`src/rtl/ddr3_wr_packer_pkg.sv`:
```
// Shared types and constants for the DDR3 write packer.
package ddr3_wr_packer_pkg;
  typedef enum logic {ST_IDLE = 1'b0, ST_ISSUE = 1'b1} state_t;

  localparam logic [2:0] DDR3_CMD_WRITE = 3'b000;
  localparam int         BEAT_WORDS     = 4;
  localparam int         BEAT_WIDTH     = 128;
endpackage

```
`src/rtl/beat_queue.sv`:
```
// Power-of-two circular beat buffer with occupancy count; head is a combinational read.
module beat_queue #(
  parameter int QDEPTH = 4,
  parameter int WIDTH  = 128,
  parameter int PW     = $clog2(QDEPTH)
) (
  input  logic             clk_pcie,
  input  logic             data_path_rst,
  input  logic             push,
  input  logic [WIDTH-1:0] push_data,
  input  logic             pop,
  output logic [WIDTH-1:0] head,
  output logic [PW:0]      count
);
  logic [WIDTH-1:0] mem [QDEPTH];
  logic [PW-1:0]    wr_ptr, rd_ptr;

  always_ff @(posedge clk_pcie) begin
    if (data_path_rst) begin
      wr_ptr <= '0;
      rd_ptr <= '0;
      count  <= '0;
    end else begin
      if (push) wr_ptr <= wr_ptr + 1'b1;
      if (pop)  rd_ptr <= rd_ptr + 1'b1;
      case ({push, pop})
        2'b10:   count <= count + 1'b1;
        2'b01:   count <= count - 1'b1;
        default: ;
      endcase
    end
  end

  always_ff @(posedge clk_pcie) begin
    if (push) mem[wr_ptr] <= push_data;
  end

  assign head = mem[rd_ptr];
endmodule

```
`src/rtl/ddr3_wr_packer.sv`:
```
// Packs 32-bit capture words into 128-bit beats and writes them to the DDR3 native
// app interface at wrapping sequential addresses, with back-pressure to the data path.
module ddr3_wr_packer
  import ddr3_wr_packer_pkg::*;
#(
  parameter int                    ADDR_WIDTH = 28,
  parameter logic [ADDR_WIDTH-1:0] BASE_ADDR  = 28'h0000000,
  parameter logic [ADDR_WIDTH-1:0] ADDR_LIMIT = 28'h8000000,
  parameter int                    ADDR_STEP  = 8,
  parameter int                    QDEPTH     = 4
) (
  input  logic                  clk_pcie,
  input  logic                  data_path_rst,
  input  logic [31:0]           din32,
  input  logic                  din_valid,
  input  logic                  flush,
  output logic                  ddr3_fifo_full,
  output logic [ADDR_WIDTH-1:0] app_addr,
  output logic [2:0]            app_cmd,
  output logic                  app_en,
  input  logic                  app_rdy,
  output logic [127:0]          app_wdf_data,
  output logic                  app_wdf_wren,
  output logic                  app_wdf_end,
  output logic [15:0]           app_wdf_mask,
  input  logic                  app_wdf_rdy,
  output logic [31:0]           beat_cnt,
  output logic [15:0]           wrap_cnt,
  output logic                  busy
);
  localparam int CW = $clog2(QDEPTH) + 1;
  localparam logic [CW-1:0] FULL_LVL = CW'(QDEPTH - 1);

  // packer
  logic [BEAT_WORDS-1:0][31:0] words, words_nxt;
  logic [1:0]                  widx, widx_nxt, widx_d;
  logic                        q_push, q_pop;
  logic [CW-1:0]               q_count, cnt_nxt;
  logic [BEAT_WIDTH-1:0]       q_head;

  always_comb begin
    words_nxt = words;
    if (din_valid) words_nxt[widx] = din32;
    widx_nxt = widx + {1'b0, din_valid};
    // widx_nxt wraps to 0 on a 4th word, so a coincident flush adds no second beat
    q_push   = (din_valid && widx == 2'd3) || (flush && widx_nxt != 2'd0);
    widx_d   = q_push ? 2'd0 : widx_nxt;
  end

  beat_queue #(.QDEPTH(QDEPTH), .WIDTH(BEAT_WIDTH)) u_queue (
    .clk_pcie      (clk_pcie),
    .data_path_rst (data_path_rst),
    .push          (q_push),
    .push_data     (words_nxt),
    .pop           (q_pop),
    .head          (q_head),
    .count         (q_count)
  );

  // issue FSM
  state_t state, state_d;
  logic   cmd_ok, dat_ok, cmd_ok_d, dat_ok_d, en_d, wren_d;
  logic   cmd_done, dat_done, beat_done, busy_d;

  assign cmd_done = cmd_ok | (app_en & app_rdy);
  assign dat_done = dat_ok | (app_wdf_wren & app_wdf_rdy);
  assign q_pop    = beat_done;

  always_comb begin
    state_d   = state;
    cmd_ok_d  = cmd_ok;
    dat_ok_d  = dat_ok;
    en_d      = app_en;
    wren_d    = app_wdf_wren;
    beat_done = 1'b0;
    unique case (state)
      ST_IDLE: begin
        if (q_count != '0) begin
          state_d = ST_ISSUE;
          en_d    = 1'b1;
          wren_d  = 1'b1;
        end
      end
      ST_ISSUE: begin
        if (cmd_done && dat_done) begin
          beat_done = 1'b1;
          cmd_ok_d  = 1'b0;
          dat_ok_d  = 1'b0;
          if (q_count > CW'(1) || q_push) begin
            en_d   = 1'b1;
            wren_d = 1'b1;
          end else begin
            state_d = ST_IDLE;
            en_d    = 1'b0;
            wren_d  = 1'b0;
          end
        end else begin
          cmd_ok_d = cmd_done;
          dat_ok_d = dat_done;
          en_d     = ~cmd_done;
          wren_d   = ~dat_done;
        end
      end
      default: state_d = ST_IDLE;
    endcase
  end

  always_comb begin
    cnt_nxt = q_count;
    case ({q_push, q_pop})
      2'b10:   cnt_nxt = q_count + 1'b1;
      2'b01:   cnt_nxt = q_count - 1'b1;
      default: ;
    endcase
    busy_d = (cnt_nxt != '0) || (widx_d != 2'd0) || (state_d == ST_ISSUE);
  end

  // one extra bit so a limit near the top of the address space cannot overflow
  logic [ADDR_WIDTH:0] addr_sum;
  logic                addr_wrap;
  assign addr_sum  = {1'b0, app_addr} + (ADDR_WIDTH+1)'(ADDR_STEP);
  assign addr_wrap = addr_sum >= {1'b0, ADDR_LIMIT};

  always_ff @(posedge clk_pcie) begin
    if (data_path_rst) begin
      words          <= '0;
      widx           <= 2'd0;
      state          <= ST_IDLE;
      cmd_ok         <= 1'b0;
      dat_ok         <= 1'b0;
      app_en         <= 1'b0;
      app_wdf_wren   <= 1'b0;
      busy           <= 1'b0;
      ddr3_fifo_full <= 1'b0;
      app_addr       <= BASE_ADDR;
      beat_cnt       <= '0;
      wrap_cnt       <= '0;
    end else begin
      words          <= q_push ? '0 : words_nxt;
      widx           <= widx_d;
      state          <= state_d;
      cmd_ok         <= cmd_ok_d;
      dat_ok         <= dat_ok_d;
      app_en         <= en_d;
      app_wdf_wren   <= wren_d;
      busy           <= busy_d;
      ddr3_fifo_full <= q_count >= FULL_LVL;
      if (beat_done) begin
        beat_cnt <= beat_cnt + 32'd1;
        if (addr_wrap) begin
          app_addr <= BASE_ADDR;
          if (wrap_cnt != 16'hFFFF) wrap_cnt <= wrap_cnt + 16'd1;
        end else begin
          app_addr <= addr_sum[ADDR_WIDTH-1:0];
        end
      end
    end
  end

  assign app_cmd      = DDR3_CMD_WRITE;
  assign app_wdf_end  = app_wdf_wren;
  assign app_wdf_mask = '0;
  assign app_wdf_data = q_head;
endmodule

```
`config.mk`:
```
export PLATFORM = sky130hd
export DESIGN_NAME = ddr3_wr_packer
export DESIGN_NICKNAME = d
export VERILOG_FILES = /design/src/rtl/ddr3_wr_packer_pkg.sv /design/src/rtl/beat_queue.sv /design/src/rtl/ddr3_wr_packer.sv
export SDC_FILE = /design/constraint.sdc
export NUM_CORES = 1
export LEC_CHECK = 0
export CAP_MARGIN = 20
export CORE_MARGIN = 3
export CORE_UTILIZATION = 57
export DETAILED_ROUTE_END_ITERATION = 8
export GPL_TIMING_DRIVEN = 0
export PLACE_DENSITY = 0.86
export SLEW_MARGIN = 20
export SYNTH_ARGS = -nofsm -noshare
export SYNTH_HDL_FRONTEND = slang
export SYNTH_SLANG_ARGS = --single-unit
```
`constraint.sdc`:
```
create_clock -name clk_pcie -period 7 [get_ports clk_pcie]
set_input_delay 1.4 -clock clk_pcie [delete_from_list [all_inputs] [get_ports clk_pcie]]
set_output_delay 1.4 -clock clk_pcie [all_outputs]
set_load 0.03 [all_outputs]
```
==> reports/summary.txt <==
status = finished, final reports clean
hold crit path type = reg -> reg
Max Cap Viol = 0
vias in the first global route = 16,047
reg2reg setup slack = 3.56 ns
vias post-DR = 15,335
die width = 227 µm
FF+latch count, synth = 731
synth unique cells = 53
Finished Layout Cells = 2,630
most frequent cells in the layout = 512 x edfxtp_1, 242 x clkdlybuf4s50_1, 219 x dfxtp_1
Rel. slew slack = 34.7%
reg-to-reg endpoint = busy
P_leak = 0.0114 µW
Die Ht = 227 µm
Final ANT Viol Nets = 0
slew at the pin closest to its max-slew limit = 0.979 ns
Final GP Congestion = 0.857
DRT Wirelength = 62.0 mm
Hold Vio Cnt, Final = 0
fin nets = 2,010
first-pass GRT wire length = 94.5 mm
YS warnings = 0
largest net degree at the start of global routing = 47
fin crit share = 72.0%
GRT Resource Usage Total = 24.5%
share of cells above drive strength 1 = 21.1%
hold path cells = 2
clock tree buffer depth = 3
HPWL after DPL = 38.9 mm
Placed Instances = 2,496
Initial Util = 58.0%
crit-path max FO = 10
mean routed wirelength per cell = 23.6 µm
Setup Buffers After CTS = 0
area grow syn2layout = 21.0%
Seq/Total Area, Yosys = 71.1%
most used flip-flop cell after synthesis = edfxtp_1
H-tree Lvls = 3
Worst EP required = 5.60 ns
Worst-Skew Late Latency = 0.61 ns
Hold Startpoint = beat_cnt[1]
worst reg-to-reg path cell count = 10
drt drc = 0
multi-input combinational cell area = 7590 µm²
Cell Pwr Density = 285 nW/µm²
Async S/R FF share, synth = 0%
placed cell area = 31,400 µm²
unrepaired setup endpoints after global routing = no
post-route minimum period = 5.04 ns
post-DR vias/cell = 5.83
Ports = 266
CP startpoint kind = flip-flop
Syn Std Cell Area = 27,800 µm²
die area = 51,500 µm²
CTS Hold Buffers Added = 0
fill count = 2,934
drt pass-1 iters = 5
worst vdd ir = 0.195 mV
synthesized area per cell = 17.3 µm²
clock sinks = 731
core area = 47,900 µm²
I/O Buffers = 242
crit end category = output pin
FMAX = 0.199 GHz
most common cell after layout, fill and taps aside = edfxtp_1
Worst Path Arrival = 3.64 ns
sequential cell area = 19,800 µm²
Max Slew Vio Count = 0
first-iteration detailed-routing DRC count = 1,236
Worst Hold Path EP = beat_cnt[1]
Finish-stage setup viols = 0
CTS tree = yes
initial antenna violation count = 2
GRT overflow = 0
Clock Tree Root = clkbuf_16
Post-synth EDFFs = 512
Final Cell Area = 33,600 µm²
Core Rows = 80
WS Path Type = reg -> out
Clk pin slew, worst setup/hold paths = 0.06 ns
Resized cells post-CTS = 0
Clock Skew = 0.0147 ns
R2R Path Start = app_wdf_end
Mapped Cells = 1,608
total CTS buffers = 71
[layout make-up]
class	instances	area share, %
Inverter	16	0.179
Timing Repair Buffer	254	8.08
Antenna cell	1	0.00744
Buffer	100	1.45
Multi-Input combinational cell	782	22.6
Sequential cell	731	58.7
Clock inverter	36	1.03
Clock buffer	95	5.67
Tap cell	615	2.29
[logic make-up (layout without fill, tap and decap cells)]
| family | count (synthesis) | after routing | synth area share [%] |
|---|---|---|---|
| buffers and inverters | 116 | 501 | 1.97 |
| and+or+nand+nor | 373 | 373 | 7.50 |
| AOI/OAI and AO/OA | 59 | 59 | 1.40 |
| other | 1 | 23 | 0.0135 |
| xor gates and xnor gates | 53 | 53 | 1.67 |
| muxes | 259 | 259 | 15.7 |
| DFF | 731 | 731 | 71.1 |
| adders and majority gates | 16 | 16 | 0.720 |
[flip-flops by register name (all words and copies together) (netlist names), 2 cells and up, named ones only]
register	count
app_addr	25
beat_cnt	32
u_queue.count	3
u_queue.mem	512
u_queue.rd_ptr	2
u_queue.wr_ptr	2
widx	2
words	128
wrap_cnt	16
[power breakdown]
part           internal, µW  total, µW  switching [µW]
combinational           382        979             597
clock                  2090       3690            1600
sequential             4850       4910            55.7
[worst max-delay path: stages, from the launching register on]
cell and delay [ns]:
dfxtp_1 0.34, clkbuf_1 0.63, buf_1 0.78, mux4_2 0.64, clkdlybuf4s50_1 0.63
[synth_stat cells (all sizes together), types with 17 or more instances]
cell type  count  area [µm²]
a21oi         21         105
and2         136         851
buf           50         299
clkbuf        50         188
dfxtp        219        4380
edfxtp       512       15400
mux2         131        1480
mux4         128        2880
nand2         37         139
nand3         32         160
nand4         24         165
nor2          74         278
xnor2         17         149
xor2          36         315
[layer usage]
layer	GRT usage, %	share of wire (%)	up-vias
li1	-	-	6805
met1	31.8	40	7823
met2	40.8	50	594
met3	5.86	7.3	111
met4	8.62	2.6	2
met5	0	0.018	-
[worst max path at each step]
| stage | end | slack, ns | cells past startpoint |
|---|---|---|---|
| 2_1_floorplan | u_queue.mem[1][0] | 1.29 | 5 |
| 3_3_place_gp | u_queue.mem[1][43] | -1.94 | 6 |
| 3_5_place_dp | busy | 2.15 | 13 |
| 4_1_cts | app_wdf_data[54] | 1.76 | 4 |
| 5_1_grt | app_wdf_data[76] | 1.73 | 4 |
| 6_report | app_wdf_data[86] | 1.96 | 4 |
[through the flow]
step	hold slack, ns	power [µW]	setup TNS (ns)	worst slack [ns]	util [%]
after floorplan	0.485	5560	0	1.29	-
after detailed placement	0.494	5970	0	2.15	65.4
after global placement	0.477	5950	-974.73	-1.94	64.8
after CTS	0.507	9640	0	1.76	70.1
final	0.513	9570	0	1.96	70.2
after global routing	0.542	9880	0	1.73	70.2
Power figures use the tool's default switching activity.
